--- config.mk ---
export PLATFORM = sky130hd
export DESIGN_NAME = tpu_tile_sequencer
export DESIGN_NICKNAME = d
export VERILOG_FILES = /design/src/rtl/tpu_tile_sequencer_pkg.sv /design/src/rtl/tpu_tile_sequencer_valid_delay.sv /design/src/rtl/tpu_tile_sequencer.sv
export SDC_FILE = /design/constraint.sdc
export NUM_CORES = 1
export LEC_CHECK = 0
export ABC_CLOCK_PERIOD_IN_PS = 2350
export BUFFER_PORTS_ARGS = -buffer_cell sky130_fd_sc_hd__buf_2
export CAP_MARGIN = 20
export CORE_ASPECT_RATIO = 0.6
export CORE_UTILIZATION = 30
export DETAILED_ROUTE_END_ITERATION = 8
export PLACE_DENSITY = 0.48
export RECOVER_POWER = 25
export SLEW_MARGIN = 10
export SYNTH_ARGS = -nofsm -noshare
export SYNTH_HDL_FRONTEND = slang
export SYNTH_SLANG_ARGS = --single-unit
export TNS_END_PERCENT = 100
--- constraint.sdc ---
create_clock -name clk -period 2.35 [get_ports clk]
set_input_delay 0.47 -clock clk [delete_from_list [all_inputs] [get_ports clk]]
set_output_delay 0.47 -clock clk [all_outputs]
set_load 0.005 [all_outputs]
--- src/rtl/tpu_tile_sequencer_pkg.sv ---
// Shared definitions for the TPU tile controllers: default geometry, the
// controller state encoding and the array latency expression.
package tpu_tile_sequencer_pkg;

    localparam int DEF_ADDRESSSIZE = 10;
    localparam int DEF_MATRIX_SIZE = 8;
    localparam int DEF_NUM_PE_ROWS = 8;
    localparam int DEF_UB_RD_LAT   = 1;

    typedef enum logic [2:0] {
        ST_IDLE   = 3'd0,
        ST_WFETCH = 3'd1,
        ST_WLOAD  = 3'd2,
        ST_STREAM = 3'd3,
        ST_DRAIN  = 3'd4,
        ST_FIN    = 3'd5
    } seq_state_e;

    // Skew in plus de-skew out of a weight-stationary array.
    function automatic int array_lat(input int matrix_size, input int num_pe_rows);
        return matrix_size + num_pe_rows;
    endfunction

endpackage

--- src/rtl/tpu_tile_sequencer_valid_delay.sv ---
// Valid-bit delay line with synchronous flush. any_valid_o reports bits that
// still have at least one stage to travel, so a drain can end as the last
// bit leaves the final stage.
module tpu_valid_delay #(
    parameter int DEPTH = 16
) (
    input  logic clk,
    input  logic rstn,
    input  logic flush_i,
    input  logic valid_i,
    output logic valid_o,
    output logic any_valid_o
);

    logic [DEPTH-1:0] sr_q;
    logic [DEPTH-1:0] sr_d;

    // Shift in the new valid bit, or clear the whole line on flush.
    always_comb begin
        sr_d = sr_q;
        if (flush_i) begin
            sr_d = {DEPTH{1'b0}};
        end else begin
            sr_d = {sr_q[DEPTH-2:0], valid_i};
        end
    end

    // Shift register state.
    always_ff @(posedge clk or negedge rstn) begin
        if (!rstn) begin
            sr_q <= {DEPTH{1'b0}};
        end else begin
            sr_q <= sr_d;
        end
    end

    assign valid_o     = sr_q[DEPTH-1];
    assign any_valid_o = valid_i | (|sr_q[DEPTH-2:0]);

endmodule

--- src/rtl/tpu_tile_sequencer.sv ---
// Autonomous sequencer for one weight-stationary matmul tile: weight fetch,
// array reload, input streaming from the UB and result write-back.
module tpu_tile_sequencer
    import tpu_tile_sequencer_pkg::*;
#(
    parameter int ADDRESSSIZE = DEF_ADDRESSSIZE,
    parameter int MATRIX_SIZE = DEF_MATRIX_SIZE,
    parameter int NUM_PE_ROWS = DEF_NUM_PE_ROWS,
    parameter int UB_RD_LAT   = DEF_UB_RD_LAT,
    parameter int ARRAY_LAT   = array_lat(MATRIX_SIZE, NUM_PE_ROWS)
) (
    input  logic                   clk,
    input  logic                   rstn,
    input  logic                   start,
    input  logic                   abort,
    input  logic [ADDRESSSIZE-1:0] num_rows,
    input  logic [ADDRESSSIZE-1:0] src_base,
    input  logic [ADDRESSSIZE-1:0] dst_base,
    input  logic                   fifo_empty,
    output logic                   fifo_read_enable,
    output logic                   we_rl,
    output logic                   ub_rd_en,
    output logic [ADDRESSSIZE-1:0] ub_addr,
    output logic                   res_we,
    output logic [ADDRESSSIZE-1:0] res_addr,
    output logic                   busy,
    output logic                   done
);

    // The res_we output register supplies the final cycle of the delay.
    localparam int DLY_DEPTH = UB_RD_LAT + ARRAY_LAT - 1;
    localparam logic [ADDRESSSIZE-1:0] ONE_A  = ADDRESSSIZE'(1);
    localparam logic [ADDRESSSIZE-1:0] ZERO_A = ADDRESSSIZE'(0);

    seq_state_e             state_q, state_d;
    logic [ADDRESSSIZE-1:0] rows_q, rows_d;
    logic [ADDRESSSIZE-1:0] ub_addr_q, ub_addr_d;
    logic [ADDRESSSIZE-1:0] res_addr_q, res_addr_d;
    logic                   fifo_re_q, fifo_re_d;
    logic                   we_rl_q, we_rl_d;
    logic                   ub_rd_en_q, ub_rd_en_d;
    logic                   res_we_q, res_we_d;
    logic                   busy_q, busy_d;
    logic                   done_q, done_d;
    logic                   flush_s;
    logic                   dly_out_s;
    logic                   dly_any_s;

    tpu_valid_delay #(
        .DEPTH (DLY_DEPTH)
    ) u_valid_delay (
        .clk         (clk),
        .rstn        (rstn),
        .flush_i     (flush_s),
        .valid_i     (ub_rd_en_q),
        .valid_o     (dly_out_s),
        .any_valid_o (dly_any_s)
    );

    // Next-state, counter and output decode.
    always_comb begin
        state_d    = state_q;
        rows_d     = rows_q;
        fifo_re_d  = 1'b0;
        we_rl_d    = 1'b0;
        ub_rd_en_d = 1'b0;
        done_d     = 1'b0;
        flush_s    = 1'b0;
        ub_addr_d  = ub_rd_en_q ? (ub_addr_q + ONE_A) : ub_addr_q;
        res_addr_d = res_we_q ? (res_addr_q + ONE_A) : res_addr_q;

        case (state_q)
            ST_IDLE: begin
                if (start) begin
                    rows_d     = num_rows;
                    ub_addr_d  = src_base;
                    res_addr_d = dst_base;
                    state_d    = (num_rows == ZERO_A) ? ST_FIN : ST_WFETCH;
                end else begin
                    state_d = ST_IDLE;
                end
            end
            ST_WFETCH: begin
                if (!fifo_empty) begin
                    fifo_re_d = 1'b1;
                    state_d   = ST_WLOAD;
                end else begin
                    state_d = ST_WFETCH;
                end
            end
            ST_WLOAD: begin
                we_rl_d = 1'b1;
                state_d = ST_STREAM;
            end
            ST_STREAM: begin
                ub_rd_en_d = 1'b1;
                rows_d     = rows_q - ONE_A;
                if (rows_q == ONE_A) begin
                    state_d = ST_DRAIN;
                end else begin
                    state_d = ST_STREAM;
                end
            end
            ST_DRAIN: begin
                if (!dly_any_s) begin
                    state_d = ST_FIN;
                end else begin
                    state_d = ST_DRAIN;
                end
            end
            ST_FIN: begin
                done_d  = 1'b1;
                state_d = ST_IDLE;
            end
            default: begin
                state_d = ST_IDLE;
            end
        endcase

        // Cancel squashes every pulse of the current cycle and empties the pipe.
        if (abort && (state_q != ST_IDLE)) begin
            state_d    = ST_IDLE;
            fifo_re_d  = 1'b0;
            we_rl_d    = 1'b0;
            ub_rd_en_d = 1'b0;
            done_d     = 1'b0;
            flush_s    = 1'b1;
        end else begin
            flush_s = 1'b0;
        end

        res_we_d = flush_s ? 1'b0 : dly_out_s;
        busy_d   = (state_d != ST_IDLE);
    end

    // State, counters and registered outputs.
    always_ff @(posedge clk or negedge rstn) begin
        if (!rstn) begin
            state_q    <= ST_IDLE;
            rows_q     <= ZERO_A;
            ub_addr_q  <= ZERO_A;
            res_addr_q <= ZERO_A;
            fifo_re_q  <= 1'b0;
            we_rl_q    <= 1'b0;
            ub_rd_en_q <= 1'b0;
            res_we_q   <= 1'b0;
            busy_q     <= 1'b0;
            done_q     <= 1'b0;
        end else begin
            state_q    <= state_d;
            rows_q     <= rows_d;
            ub_addr_q  <= ub_addr_d;
            res_addr_q <= res_addr_d;
            fifo_re_q  <= fifo_re_d;
            we_rl_q    <= we_rl_d;
            ub_rd_en_q <= ub_rd_en_d;
            res_we_q   <= res_we_d;
            busy_q     <= busy_d;
            done_q     <= done_d;
        end
    end

    assign fifo_read_enable = fifo_re_q;
    assign we_rl            = we_rl_q;
    assign ub_rd_en         = ub_rd_en_q;
    assign ub_addr          = ub_addr_q;
    assign res_we           = res_we_q;
    assign res_addr         = res_addr_q;
    assign busy             = busy_q;
    assign done             = done_q;

endmodule
Word-level counts from Yosys, hierarchy flattened
Index checks and enable logic that the tools add are counted.

Register bits: 55. Bits of input ports: 35. Output and inout bits: 26. Word-level logic and storage cells: 57.

$add $sub $neg: 3. Equality and inequality tests: 7. Multiplexer cells: 27. Bitwise operators: 1. Reductions and logical operators: 8.

Operators by type and width (count): two-way mux 10 bit (7); adder 10 x 1 -> 10 bit (second input constant) (2); case mux 10 bit (2 select lines) (1); two-way mux 16 bit (1); case mux 3 bit (5 select lines) (1); OR reduction 15 bit (1); two-way mux 1 bit (12); two-way mux 3 bit (4); == test 10 x 1 -> 1 bit (second input constant) (1); logical NOT 10 bit (1); subtractor 10 x 1 -> 10 bit (second input constant) (1); == test 3 x 2 -> 1 bit (second input constant) (2); == test 3 bit (second input constant) (2); nonzero test 3 bit (2); == test 3 x 1 -> 1 bit (second input constant) (1); logical NOT 3 bit (1); two-way mux 2 bit (1); != test 2 bit (second input constant) (1); AND reduction 2 bit (1); nonzero test 2 bit (1); logical AND 1 bit (1); OR 1 bit (1).

Logic depth before layout (Yosys ltp)
Gate-level depths: netlist (run 1).

Depth in word-level cells: 6. Mapped depth: 6. Gate-level depth less buffers: 6.

Modules after synthesis
Synthesis (run 1) repeated with hierarchy kept, for this count alone.

Cell total of the unflattened synthesis: 251. Area, all modules: 2527.4 um^2.

By module, submodules not included: tpu_tile_sequencer (instances 1, cells an instance 213, area each 1988.2 um^2, sequential area each 975.9 um^2); tpu_valid_delay (instances 1, cells an instance 38, area each 539.3 um^2, sequential area each 400.4 um^2).

Worst setup path after synthesis (run 1)
Ideal clock, no wire load.

Kind: reg2reg. Start point: register ub_rd_en_q, in the netlist ub_rd_en. End point: register state_q[0]. Setup time: 0.069 ns. Arrival: 1.497 ns. Required time: 2.281 ns. Path slack: 0.784 ns. Cell stages (with the launch flop): 5. Buffers on the path: 1. Clock period less this slack: 1.566 ns. Path through: dfrtp_1 buf_6 or4_1 or4_1 nand3_1.

Cells in the longest elaborated chain, start to end: 4.

Ends and longest elaborated chain: start: declaration (RTL line tpu_tile_sequencer.sv:41) `logic ub_rd_en_q, ub_rd_en_d;`; start signal: assignment (RTL line tpu_tile_sequencer.sv:156) `ub_rd_en_q <= ub_rd_en_d;`; OR 1 bit (RTL line tpu_tile_sequencer_valid_delay.sv:38) `assign any_valid_o = valid_i | (|sr_q[DEPTH-2:0]);`; two-way mux 1 bit (RTL line tpu_tile_sequencer.sv:105) `if (!dly_any_s) begin`; case mux 3 bit (5 select lines) (RTL line tpu_tile_sequencer.sv:72) `case (state_q)`; two-way mux 3 bit (RTL line tpu_tile_sequencer.sv:121) `if (abort && (state_q != ST_IDLE)) begin`; via state_d[0] (RTL line tpu_tile_sequencer.sv:35) `seq_state_e state_q, state_d;`; end signal: assignment (RTL line tpu_tile_sequencer.sv:150) `state_q <= state_d;`; end: declaration (RTL line tpu_tile_sequencer.sv:35).

The timed path passes the listed nets, and every way through them passes these cells. A chain may end at the register's enable or synchronous reset.

Worst setup path in the final report (run 1)
Start point: register state_q[0]. End point: register rows_q[5].

Cells in the longest elaborated chain, start to end: 3. Elaborated cells on any way between the ends: 6. Classes of those cells: eq/ne: 2; mux: 1; reduce/logical: 3.

Ends and longest elaborated chain: == test 3 x 2 -> 1 bit / logical NOT 3 bit (equally long branches) (RTL line tpu_tile_sequencer.sv:72); nonzero test 2 bit (no line) / != test 2 bit (equally long branches); AND reduction 2 bit (no line); end signal: assignment (RTL line tpu_tile_sequencer.sv:151) `rows_q <= rows_d;`; end: declaration (RTL line tpu_tile_sequencer.sv:36) `logic [ADDRESSSIZE-1:0] rows_q, rows_d;`.

Several ways; a longest one is shown, not always the timed one.

==> PnR_summary.wiki, run 1 <==
{| class="wikitable"
! Metric !! Value
|-
| Number of buffers created by CTS || 5
|-
| Global-route usage over all layers || 0.1402
|-
| 1st-pass router iterations || 6
|-
| Top cell types by occurrence after synthesis || sky130_fd_sc_hd__dfrtp_1 (55), sky130_fd_sc_hd__nand2_1 (37), sky130_fd_sc_hd__o21ai_0 (23)
|-
| Static leakage || 1.469 nW
|-
| Power per standard cell area || 1002 nW/µm²
|-
| Maximum buffer depth of the clock tree || 2
|-
| Cell type contributing the most total cell area after synthesis || sky130_fd_sc_hd__dfrtp_1
|-
| Most instantiated library cell after synthesis || sky130_fd_sc_hd__dfrtp_1
|-
| Hold-fix buffers at CTS || 0
|-
| Number of design-rule violations left by the first detailed-router iteration || 117
|-
| GR peak layer || met1
|-
| TritonCTS sink count || 55
|-
| Post-synth design cell area || 2577 µm²
|-
| Flops & latches, synth || 55
|-
| Antenna viol nets, final || 0
|-
| Met2 global-route usage || 0.1717
|-
| Seq/Total Area, Yosys || 0.5340
|-
| Gates resized, CTS repair || 0
|-
| Result of the run || finished, final reports clean
|-
| Detail-routed via count per cell || 4.714
|-
| Number of global-route vias before repair || 1827
|-
| Finished Cell Area || 3173 µm²
|-
| Number of DRC violations after detailed routing || 0
|-
| Die outline area || 8979 µm²
|-
| Die outline width || approximately 120 µm
|-
| Met3 Use GR || 0.03804
|-
| Final-layout fill cell count || 840
|-
| Number of setup buffers added after CTS || 0
|-
| Delay of the slowest cell on the worst path || about 0.64 ns
|-
| Part of the total power dissipated in the clock network || 0.248
|-
| Final setup TNS || 0 ns
|-
| Number of antenna violations at the first check in global routing || 0
|-
| Setup repair after global routing missed its margin || false
|-
| CTS H-tree depth || 2
|-
| Clock-pin slew on the worst setup and hold paths || 0.07 ns
|-
| Reg-to-reg endpoint || rows_q[5]$_DFFE_PN0P_
|-
| Number of nets produced by synthesis || 297
|-
| Initial cell density of the core || 0.3181
|-
| Setup violators final || 0
|-
| Worst Hold Margin || 0.3660 ns
|-
| Post-route clock period utilization || 0.7428
|-
| Clock Tree Root || sky130_fd_sc_hd__clkbuf_16
|-
| Average routed wire per standard cell || 13.60 µm
|-
| Slowest-stage cell, CP || sky130_fd_sc_hd__dfrtp_1
|-
| Cell-internal power || between 2 and 2.5 mW
|-
| Worst-case headroom to the max-slew limit || 0.2006
|-
| Share of total power in sequential cells || 0.481
|-
| DIE HEIGHT || around 74 µm
|-
| Count of inserted antenna diode cells || 0
|-
| Fmax || 572.9 MHz
|-
| Tmin final || 1.746 ns
|-
| Setup skew after layout || 0.004091 ns
|-
| Most area-consuming cells after synthesis || sky130_fd_sc_hd__dfrtp_1 (53%), sky130_fd_sc_hd__nand2_1 (5.4%), sky130_fd_sc_hd__o21ai_0 (4.5%)
|-
| Number of enable-type register cells in the synthesized netlist || 0
|-
| Highest net fanout along the worst path || 14
|-
| Hold/Removal Path Class || input port to flip-flop
|-
| Reg2reg path depth || 4
|-
| Maximum VDD drop || 0.3192 mV
|-
| Register-to-register setup slack || 0.60 ns
|-
| Share of final-layout standard cells stronger than drive strength 1 || 0.2358
|-
| Max-slew violation count || 0
|-
| Area of the core || 8102 µm²
|-
| Net switching power || around 1.1 mW
|-
| Drt total wl || 5.794 mm
|-
| Warnings, synthesis || 0
|-
| Hold depth || 2
|-
| Number of I/O port buffers || 60
|-
| Number of non-filler instances in the completed layout || 426
|-
| Required time at the endpoint of the critical path || ~2.6 ns
|-
| Transition time at the pin with the least slew margin || 1.199 ns
|-
| Hold Path End || fifo_read_enable$_DFF_PN0_
|-
| Hpwl dp || 4.234 mm
|-
| Average footprint of a synthesized cell || 9.990 µm²
|-
| Net switching fraction of the power || 0.3416
|-
| Routed via count || 2008
|-
| Kind of cell with the highest combined delay on the critical path || simple AND/OR/NAND/NOR gates
|-
| Clock latency reported for the late side of the worst-skew pair || 0.29 ns
|-
| Global-route wire length before repair || approximately 9.4 mm
|-
| Dpl cells || between 400 and 500
|-
| Sort of element at the start of the critical path || flip-flop
|-
| Worst EP arrival || around 2 ns
|-
| Met1 track demand over resource || 0.2265
|-
| Max-Cap Viols || 0
|-
| Largest net degree at the start of global routing || 48
|-
| Number of distinct standard cells referenced by the synthesized netlist || 43
|-
| Routability congestion estimate || 0.7864
|-
| Reg-to-Reg Start || state_q[0]$_DFF_PN0_
|-
| Synth Instances || between 200 and 300
|-
| Critical path class || flip-flop to flip-flop
|-
| Top cell type's share of synthesized area || 0.5340
|-
| Async SR Flop Fraction || 1.000
|-
| Category of the worst setup path capture point || flip-flop
|-
| Beginning of the critical path || state_q[0]$_DFF_PN0_
|-
| Grt total ovfl || 0
|-
| Number of nets in the layout || roughly 360
|-
| Startpoint of the lowest-slack hold path || fifo_empty
|-
| Placed cell areas || between 3000 and 4000 µm²
|-
| TritonCTS clock tree || built
|-
| Num ports || 61
|-
| Layout-stage area growth over the synthesis result || 23.11%
|-
| Buf+Inv Stages, Crit Path || 0
|-
| Cell Chain, Critical Path || nand3b_1 -> nor4_1 -> nor2b_1 -> a221o_1
|-
| Power share of the combinational group || 0.271
|-
| Hold Violations, Final || 0
|-
| Prevailing post-synth register cell || sky130_fd_sc_hd__dfrtp_1
|-
| Row Count || 25
|}
==> cells in the final DEF (no fill, tap or decap), types with 2 or more instances in the layout <==
cell type                   netlist  layout
sky130_fd_sc_hd__buf_2            5      59
sky130_fd_sc_hd__dfrtp_1         55      55
sky130_fd_sc_hd__nand2_1         37      37
sky130_fd_sc_hd__o21ai_0         23      23
sky130_fd_sc_hd__nor2_1          17      17
sky130_fd_sc_hd__and2_1          16      16
sky130_fd_sc_hd__xnor2_1         10      10
sky130_fd_sc_hd__nand4_1          8       8
sky130_fd_sc_hd__nor3_1           8       8
sky130_fd_sc_hd__xor2_1           8       8
sky130_fd_sc_hd__nor4_1           8       8
sky130_fd_sc_hd__inv_1            7       7
sky130_fd_sc_hd__nand3_1          7       7
sky130_fd_sc_hd__clkbuf_16        0       5
sky130_fd_sc_hd__ha_1             4       4
sky130_fd_sc_hd__nand2b_1         3       3
sky130_fd_sc_hd__or3_1            3       3
sky130_fd_sc_hd__or4_1            3       3
sky130_fd_sc_hd__a221o_1          3       3
sky130_fd_sc_hd__mux2i_1          2       2
sky130_fd_sc_hd__a22oi_1          2       2
sky130_fd_sc_hd__o211ai_1         2       2
sky130_fd_sc_hd__o311ai_0         2       2
sky130_fd_sc_hd__clkbuf_8         0       2
sky130_fd_sc_hd__buf_12           0       2
==> per-layer routing <==
layer | share of wire | up-vias
met2 | 0.36 | 60
met4 | 0.012 | 0
met1 | 0.57 | 924
li1 | - | 1018
met3 | 0.065 | 6
met5 | 0 | -
==> worst max-delay path by stage <==
stage	endpoint	cells past startpoint
6_report	rows_q[5]$_DFFE_PN0P_	4
5_1_grt	rows_q[8]$_DFFE_PN0P_	4
4_1_cts	rows_q[8]$_DFFE_PN0P_	4
3_5_place_dp	rows_q[8]$_DFFE_PN0P_	4
3_3_place_gp	rows_q[8]$_DFFE_PN0P_	4
2_1_floorplan	state_q[0]$_DFF_PN0_	4
==> per-stage QoR <==
stage               power [mW]    util  worst slack, ns
finish                   3.178  0.3917           0.6044
global route             3.417  0.3917           0.4949
CTS                      3.221  0.3918           0.6259
detailed placement       2.415  0.3720           0.5965
global placement         2.416  0.3720           0.6395
floorplan                2.007       -           0.7837
==> registers in the layout, summed over array words and instances, names as in the netlist <==
name,flops
u_valid_delay.sr_q,16
res_addr,10
rows_q,10
ub_addr,10
state_q,3
busy,1
done,1
fifo_read_enable,1
res_we,1
ub_rd_en,1
we_rl,1
==> area by class of cell <==
class	instances	area, µm²	area share
flip-flops and latches	55	1376	0.4338
multi-input cells	185	1129	0.3557
repair buffers	63	346.6	0.1092
clock buffers	7	152.6	0.04811
well taps	108	135.1	0.04259
inverters	7	26.28	0.008281
clock inverters	1	7.507	0.002366
==> power by group through the flow <==
stage / sequential, mW / combinational, mW / clock [mW]
finish: 1.53 / 0.860 / 0.788
global route: 1.58 / 0.981 / 0.859
CTS: 1.53 / 0.875 / 0.819
detailed placement: 1.54 / 0.872 / 0
global placement: 1.54 / 0.877 / 0
floorplan: 1.47 / 0.534 / 0
==> cell families (layout without fill, tap and decap cells) <==
family                   Yosys count  in the layout  synth area share
flip-flops                        55             55            0.5340
adder cells (fa/ha/maj)            4              4           0.01942
AO/OA/AOI/OAI                     41             41            0.1015
multiplexers                       3              3           0.01214
buffers and inverters             18             78           0.03155
AND/OR/NAND/NOR                  119            119            0.2403
XOR/XNOR                          18             18           0.06116
Note: power is estimated with default switching activity, not from simulation.
==> run 2: changes to the inputs <==
- ABC_CLOCK_PERIOD_IN_PS: 2350 -> 1500
- PLACE_DENSITY: 0.48 -> 0.49
- clock period: 2.35 -> 1.5 ns (I/O delays scaled with it)
==> run 2 against run 1 <==
Against the previous run:
- the run now ends with setup timing left
- largest cell class unchanged
- highest routed layer unchanged
- sequential power up 50%
- largest power group unchanged
- sequential share of layout area down 4.3 points
- clock power rose by 50%
- register-to-register slack got worse by 0.68 ns
- clock-buffer cell count shrank 2
- worst hold slack worse by 0.16 ns
- via count rose by 9.1%
- non-clock buffer count grew 37
==> PnR_summary.wiki, run 2 (synthesized netlist as in run 1, its figures left out) <==
{| class="wikitable"
! Metric !! Value
|-
| Worst-case headroom to the max-slew limit || 0.1635 (was 0.2006)
|-
| Utilization after layout || 0.4363 (was 0.3917)
|-
| Tmin final || 1.580 ns (was 1.746 ns)
|-
| Sort of element at the start of the critical path || flip-flop (unchanged)
|-
| Result of the run || finished with violations (was finished, final reports clean)
|-
| Setup skew after layout || 0.005616 ns (was 0.004091 ns)
|-
| Area of the core || 8102 µm² (unchanged)
|-
| Number of antenna violations at the first check in global routing || 0 (unchanged)
|-
| Average routed wire per standard cell || 13.95 µm (was 13.60 µm)
|-
| Number of design-rule violations left by the first detailed-router iteration || 133 (was 117)
|-
| Post-route clock period utilization || 1.053 (was 0.7428)
|-
| TritonCTS clock tree || built (unchanged)
|-
| Clock Tree Root || sky130_fd_sc_hd__clkbuf_16 (unchanged)
|-
| Number of global-route vias before repair || 2000 (was 1827)
|-
| Count of inserted antenna diode cells || 0 (unchanged)
|-
| Most common cell on crit path || sky130_fd_sc_hd__or4_4
|-
| Clock latency reported for the late side of the worst-skew pair || 0.30 ns (was 0.29 ns)
|-
| Failing checks || setup timing
|-
| Global-route wire length before repair || 10.13 mm (was 9.404 mm)
|-
| 1st-pass router iterations || 4 (was 6)
|-
| Layout-stage area growth over the synthesis result || 37.14% (was 23.11%)
|-
| Delay of the slowest cell on the worst path || 0.54 ns (was 0.64 ns)
|-
| Top register by number of flip-flops || u_valid_delay.sr_q (unchanged)
|-
| Maximum VDD drop || 0.4961 mV (was 0.3192 mV)
|-
| Hpwl dp || 4.525 mm (was 4.234 mm)
|-
| Max-Cap Viols || 0 (unchanged)
|-
| Die outline area || 8979 µm² (unchanged)
|-
| Routability congestion estimate || 0.8384 (was 0.7864)
|-
| Die outline width || 121.7 µm (unchanged)
|-
| Largest net degree at the start of global routing || 56 (was 48)
|-
| Antenna viol nets, final || 0 (unchanged)
|-
| Number of buffers created by CTS || 5 (unchanged)
|-
| Global-route usage over all layers || 0.1492 (was 0.1402)
|-
| Cell Chain, Critical Path || or4_4 -> or4_4 -> nand3_2 (was nand3b_1 -> nor4_1 -> nor2b_1 -> a221o_1)
|-
| Hold Violations, Final || 0 (unchanged)
|-
| Maximum buffer depth of the clock tree || 2 (unchanged)
|-
| Grt total ovfl || 0 (unchanged)
|-
| Max-slew violation count || 0 (unchanged)
|-
| Required time at the endpoint of the critical path || 1.73 ns (was 2.59 ns)
|-
| Row Count || 25 (unchanged)
|-
| Hold/Removal Path Class || input port to flip-flop (unchanged)
|-
| Setup violators final || 2 (was 0)
|-
| CTS H-tree depth || 2 (unchanged)
|-
| Transition time at the pin with the least slew margin || 1.255 ns (was 1.199 ns)
|-
| Number of DRC violations after detailed routing || 0 (unchanged)
|-
| Total power after layout || 5.545 mW (was 3.178 mW)
|-
| Power per standard cell area || 1569 nW/µm² (was 1002 nW/µm²)
|-
| Fmax || 633.1 MHz (was 572.9 MHz)
|-
| Static leakage || 1.656 nW (was 1.469 nW)
|-
| Number of flip-flops under the largest register name || 16 (unchanged)
|-
| Pre-CTS setup slack || -0.1506 ns (was 0.5965 ns)
|-
| Initial cell density of the core || 0.3181 (unchanged)
|-
| Commonest cells after routing, fill and taps aside || sky130_fd_sc_hd__buf_2 (61), sky130_fd_sc_hd__dfrtp_1 (52), sky130_fd_sc_hd__nand2_1 (37) (was sky130_fd_sc_hd__buf_2 (59), sky130_fd_sc_hd__dfrtp_1 (55), sky130_fd_sc_hd__nand2_1 (37))
|-
| Share of final-layout standard cells stronger than drive strength 1 || 0.3775 (was 0.2358)
|-
| Detail-routed via count per cell || 4.732 (was 4.714)
|-
| Critical path class || flip-flop to flip-flop (unchanged)
|-
| Number of nets in the layout || 393 (was 356)
|-
| Num ports || 61 (unchanged)
|-
| Routed via count || 2191 (was 2008)
|-
| Worst EP arrival || 1.81 ns (was 1.98 ns)
|-
| TritonCTS sink count || 55 (unchanged)
|-
| Slowest-stage cell, CP || sky130_fd_sc_hd__or4_4 (was sky130_fd_sc_hd__dfrtp_1)
|-
| Kind of cell with the highest combined delay on the critical path || simple AND/OR/NAND/NOR gates (unchanged)
|-
| Setup slack after layout || -0.07951 ns (was 0.6044 ns)
|-
| Category of the worst setup path capture point || flip-flop (unchanged)
|-
| Leading cell type in the layout, fill and taps excluded || sky130_fd_sc_hd__buf_2 (unchanged)
|-
| DIE HEIGHT || 73.80 µm (unchanged)
|-
| Clock-pin slew on the worst setup and hold paths || 0.07 ns (about the same)
|-
| Highest net fanout along the worst path || 2 (was 14)
|-
| Setup repair after global routing missed its margin || true (was false)
|-
| Drt total wl || 6.460 mm (was 5.794 mm)
|-
| Number of non-filler instances in the completed layout || 463 (was 426)
|-
| Dpl cells || 452 (was 418)
|-
| Number of I/O port buffers || 60 (unchanged)
|-
| Buf+Inv Stages, Crit Path || 0 (unchanged)
|}
run 2: tightest hold or removal path, delay by kind of cell:
kind | cells | cell delay, ns
and+or+nand+nor | 1 | 0.03
buffers and inverters | 1 | 0.07
AOI/OAI and AO/OA | 1 | 0.05
run 2: through the flow:
| stage | hold slack, ns | cell area (µm²) | setup TNS [ns] |
|---|---|---|---|
| 6_report | 0.2011 | 3535 | -0.1163 |
| 5_1_grt | 0.2043 | 3535 | -0.2471 |
| 4_1_cts | 0.009949 | 3448 | -0.2265 |
| 3_5_place_dp | 0.3235 | 3282 | -0.5924 |
| 3_3_place_gp | 0.3249 | 3282 | -0.5526 |
| 2_1_floorplan | 0.004409 | 2577 | -0.03318 |
run 2: layout make-up:
class | instances | area [µm²]
clock buffer | 5 | 125.1
clock inverter | 3 | 20.02
multi-input combinational | 185 | 1221
fill | 795 | 4567
sequential | 55 | 1380
timing repair buffer | 100 | 626.9
tap | 108 | 135.1
inverter | 7 | 26.28
run 2: final timing paths:
check / slack, ns / startpoint / cells past startpoint / to
setup / recovery: -0.08 / u_valid_delay.sr_q[11]$_DFF_PN0_ / 3 / state_q[0]$_DFF_PN0_
hold / removal: 0.20 / src_base[0] / 3 / ub_addr[0]$_DFF_PN0_
setup reg to reg: -0.08 / u_valid_delay.sr_q[11]$_DFF_PN0_ / 3 / state_q[0]$_DFF_PN0_
hold reg to reg: 0.47 / u_valid_delay.sr_q[15]$_DFF_PN0_ / 1 / res_we$_DFF_PN0_
max in group asynchronous: 0.28 / rstn / 2 / state_q[1]$_DFF_PN0_
min in group asynchronous: 0.36 / rstn / 2 / res_addr[1]$_DFF_PN0_
run 2: repair_timing:
| action | CTS | global route |
|---|---|---|
| gates resized for setup | 4 | 28 |
| pin swaps | 0 | 8 |
| hold buffers | 0 | 0 |
| cloned | 0 | 0 |
| endpoints found under the setup margin | 22 | 47 |
| setup buffers | 0 | 3 |
run 2: where the power goes:
part / switching (mW) / internal [mW]
clock: 0.560 / 0.617
combinational: 0.989 / 1.08
sequential: 0.405 / 1.89
run 2: metal layers:
metal | vias to the layer above | share of wire | wire (µm) | track usage
li1 | 1099 | - | - | -
met2 | 66 | 0.37 | 2402 | 0.1888
met4 | 0 | 0.015 | 96 | 0.05075
met3 | 10 | 0.062 | 398 | 0.03960
met1 | 1016 | 0.55 | 3563 | 0.2344
met5 | - | 0 | 0 | 0
==> run 3: changes to the inputs <==
- CORE_UTILIZATION: 30 -> 35
- PLACE_DENSITY: 0.49 -> 0.56
==> run 3 against run 2 <==
Against the previous run:
- the run still ends with setup timing left
- die area fell by 14%
- total power rose by 7.6%
- core utilization rose by 11 points
- flip-flop and latch count did not move
- design area rose by 6.8%
- clock-buffer cell count rose by 2
- register-to-register slack improved by 0.04 ns
- sequential share of layout area fell by 2.5 points
- clock skew rose by 0.0015 ns
==> PnR_summary.wiki, run 3 (synthesized netlist as in run 1, its figures left out) <==
{| class="wikitable"
! Metric !! Value
|-
| Pre-CTS setup slack || -0.1106 ns (was -0.1506 ns)
|-
| Hpwl dp || 4.467 mm (was 4.525 mm)
|-
| Number of flip-flops under the largest register name || 16 (unchanged)
|-
| Setup slack after layout || -0.03559 ns (was -0.07951 ns)
|-
| Transition time at the pin with the least slew margin || 1.227 ns (was 1.255 ns)
|-
| Area of the core || 6907 µm² (was 8102 µm²)
|-
| Static leakage || 1.822 nW (was 1.656 nW)
|-
| Antenna viol nets, final || 0 (unchanged)
|-
| Average routed wire per standard cell || 14.57 µm (was 13.95 µm)
|-
| Maximum buffer depth of the clock tree || 2 (unchanged)
|-
| Worst-case headroom to the max-slew limit || 0.1821 (was 0.1635)
|-
| Kind of cell with the highest combined delay on the critical path || simple AND/OR/NAND/NOR gates (unchanged)
|-
| Stages on the worst setup path || 3 (unchanged)
|-
| Register-to-register setup slack || -0.04 ns (was -0.08 ns)
|-
| Number of nets in the layout || 407 (was 393)
|-
| TritonCTS sink count || 55 (unchanged)
|-
| Part of the total power dissipated in the clock network || 0.200 (was 0.212)
|-
| TritonCTS clock tree || built (unchanged)
|-
| Fmax || 651.2 MHz (was 633.1 MHz)
|-
| Share of final-layout standard cells stronger than drive strength 1 || 0.4553 (was 0.3775)
|-
| Net switching fraction of the power || 0.3464 (was 0.3524)
|-
| Number of I/O port buffers || 60 (unchanged)
|-
| Setup skew after layout || 0.007085 ns (was 0.005616 ns)
|-
| Power share of the combinational group || 0.416 (was 0.374)
|-
| Max-slew violation count || 0 (unchanged)
|-
| Share of total power in sequential cells || 0.383 (was 0.414)
|-
| 1st-pass router iterations || 4 (unchanged)
|-
| Power per standard cell area || 1581 nW/µm² (was 1569 nW/µm²)
|-
| Clock latency reported for the late side of the worst-skew pair || 0.29 ns (was 0.30 ns)
|-
| Most common cell on crit path || sky130_fd_sc_hd__or4_1 (was sky130_fd_sc_hd__or4_4)
|-
| Number of buffers created by CTS || 5 (unchanged)
|-
| Die outline width || 112.8 µm (was 121.7 µm)
|-
| Setup repair after global routing missed its margin || true (unchanged)
|-
| Utilization after layout || 0.5464 (was 0.4363)
|-
| Number of DRC violations after detailed routing || 0 (unchanged)
|-
| Beginning of the critical path || u_valid_delay.sr_q[9]$_DFF_PN0_ (was u_valid_delay.sr_q[11]$_DFF_PN0_)
|-
| Die outline area || 7722 µm² (was 8979 µm²)
|-
| Setup violators final || 5 (was 2)
|-
| Final-layout fill cell count || 635 (was 795)
|-
| Top register by number of flip-flops || u_valid_delay.sr_q (unchanged)
|-
| Category of the worst setup path capture point || flip-flop (unchanged)
|-
| Number of design-rule violations left by the first detailed-router iteration || 90 (was 133)
|-
| Reg2reg path depth || 3 (unchanged)
|-
| Number of antenna violations at the first check in global routing || 0 (unchanged)
|-
| Reg-to-Reg Start || u_valid_delay.sr_q[9]$_DFF_PN0_ (was u_valid_delay.sr_q[11]$_DFF_PN0_)
|-
| Count of inserted antenna diode cells || 0 (unchanged)
|-
| Grt total ovfl || 0 (unchanged)
|-
| DIE HEIGHT || 68.47 µm (was 73.80 µm)
|-
| Finished Cell Area || 3774 µm² (was 3535 µm²)
|-
| Routed via count || 2283 (was 2191)
|-
| Highest net fanout along the worst path || 2 (unchanged)
|-
| Leading cell type in the layout, fill and taps excluded || sky130_fd_sc_hd__buf_2 (unchanged)
|-
| Delay of the slowest cell on the worst path || 0.51 ns (was 0.54 ns)
|-
| Post-route clock period utilization || 1.024 (was 1.053)
|-
| Initial cell density of the core || 0.3732 (was 0.3181)
|-
| Hold Violations, Final || 0 (unchanged)
|-
| Hold-fix buffers at CTS || 0 (unchanged)
|-
| Drt total wl || 6.646 mm (was 6.460 mm)
|-
| Buf+Inv Stages, Crit Path || 0 (unchanged)
|-
| Commonest cells after routing, fill and taps aside || sky130_fd_sc_hd__buf_2 (61), sky130_fd_sc_hd__dfrtp_1 (52), sky130_fd_sc_hd__buf_4 (44) (was sky130_fd_sc_hd__buf_2 (61), sky130_fd_sc_hd__dfrtp_1 (52), sky130_fd_sc_hd__nand2_1 (37))
|-
| Row Count || 23 (was 25)
|-
| Tmin final || 1.536 ns (was 1.580 ns)
|-
| Number of global-route vias before repair || 2193 (was 2000)
|-
| Failing checks || setup timing (unchanged)
|-
| Detail-routed via count per cell || 5.007 (was 4.732)
|-
| Area taken by multi-input logic gates || 1311 µm² (was 1221 µm²)
|-
| Startpoint of the lowest-slack hold path || fifo_empty (was src_base[0])
|-
| Worst EP arrival || 1.76 ns (was 1.81 ns)
|-
| Slowest-stage cell, CP || sky130_fd_sc_hd__or4_1 (was sky130_fd_sc_hd__or4_4)
|-
| Setup crit end || state_q[0]$_DFF_PN0_ (unchanged)
|-
| CTS H-tree depth || 2 (unchanged)
|-
| Global-route wire length before repair || 10.44 mm (was 10.13 mm)
|-
| Sort of element at the start of the critical path || flip-flop (unchanged)
|-
| Cell Chain, Critical Path || or4_1 -> or4_1 -> nand3_1 (was or4_4 -> or4_4 -> nand3_2)
|-
| Max-Cap Viols || 0 (unchanged)
|-
| Hold/Removal Path Class || input port to flip-flop (unchanged)
|-
| Largest net degree at the start of global routing || 56 (unchanged)
|-
| Layout-stage area growth over the synthesis result || 46.41% (was 37.14%)
|-
| Global-route usage over all layers || 0.1788 (was 0.1492)
|-
| Clock-pin slew on the worst setup and hold paths || 0.07 ns (about the same)
|-
| Result of the run || finished with violations (unchanged)
|-
| Net switching power || 2.067 mW (was 1.954 mW)
|-
| Reg-to-reg endpoint || state_q[0]$_DFF_PN0_ (unchanged)
|-
| Num ports || 61 (unchanged)
|-
| Routability congestion estimate || 0.8851 (was 0.8384)
|-
| Maximum VDD drop || 0.5386 mV (was 0.4961 mV)
|-
| Placed cell areas || 3286 µm² (was 3282 µm²)
|-
| Clock Tree Root || sky130_fd_sc_hd__clkbuf_16 (unchanged)
|-
| Required time at the endpoint of the critical path || 1.72 ns (was 1.73 ns)
|-
| Register Area || 1380 µm² (unchanged)
|-
| Cell-internal power || 3.901 mW (was 3.591 mW)
|-
| Critical path class || flip-flop to flip-flop (unchanged)
|}
run 3: cell count changes in the layout (fill, tap and decap cells not counted), sizes merged:
cell | previous run | this run
buf | 100 | 111
clkinvlp | 2 | 0
clkbuf | 5 | 10
run 3: power groups by stage:
| stage | Clock [mW] | Sequential (mW) | Combinational [mW] |
|---|---|---|---|
| floorplan | 0 | 2.31 | 0.837 |
| global placement | 0 | 2.29 | 1.89 |
| detailed placement | 0 | 2.30 | 1.89 |
| CTS | 1.24 | 2.27 | 2.04 |
| global route | 1.31 | 2.34 | 2.73 |
| finish | 1.20 | 2.29 | 2.48 |
run 3: stage by stage:
| step | instances | hold WS, ns | setup TNS [ns] | power [mW] |
|---|---|---|---|---|
| after global routing | 456 | 0.2035 | -1.349 | 6.377 |
| final | 456 | 0.2021 | -0.07277 | 5.968 |
| after floorplan | 258 | 0.004409 | -0.03318 | 3.144 |
| after CTS | 449 | 0.006276 | -0.2426 | 5.556 |
| after detailed placement | 435 | 0.3213 | -0.3088 | 4.191 |
| after global placement | 435 | 0.3244 | -0.1687 | 4.183 |
run 3: per-layer routing:
layer | GRT usage | vias up | wire length (µm)
li1 | - | 1125 | -
met1 | 0.2478 | 1079 | 3323
met2 | 0.2670 | 71 | 2798
met3 | 0.05403 | 8 | 459
met4 | 0.06000 | 0 | 65
met5 | 0 | - | 0
run 3: area by class of cell:
cell class              count  share of cell area
clock inverters             1            0.002321
repair buffers            114              0.2109
flip-flops and latches     55              0.3657
clock buffers               7             0.03780
multi-input cells         185              0.3475
well taps                  87             0.02885
inverters                   7            0.006963
run 3: how the worst min path moves through the flow:
| stage | to | depth (start not counted) | slack (ns) |
|---|---|---|---|
| finish | fifo_read_enable$_DFF_PN0_ | 2 | 0.20 |
| global route | fifo_read_enable$_DFF_PN0_ | 2 | 0.20 |
| CTS | ub_addr[4]$_DFF_PN0_ | 2 | 0.006 |
| detailed placement | ub_addr[4]$_DFF_PN0_ | 2 | 0.32 |
| global placement | ub_addr[6]$_DFF_PN0_ | 2 | 0.32 |
| floorplan | busy$_DFF_PN0_ | 0 | 0.004 |
run 3: repair_timing:
item | in CTS | in global routing
gates resized for setup | 4 | 75
gates cloned | 0 | 4
pin swaps | 3 | 29
setup buffers | 6 | 3
setup endpoints to repair | 27 | 31
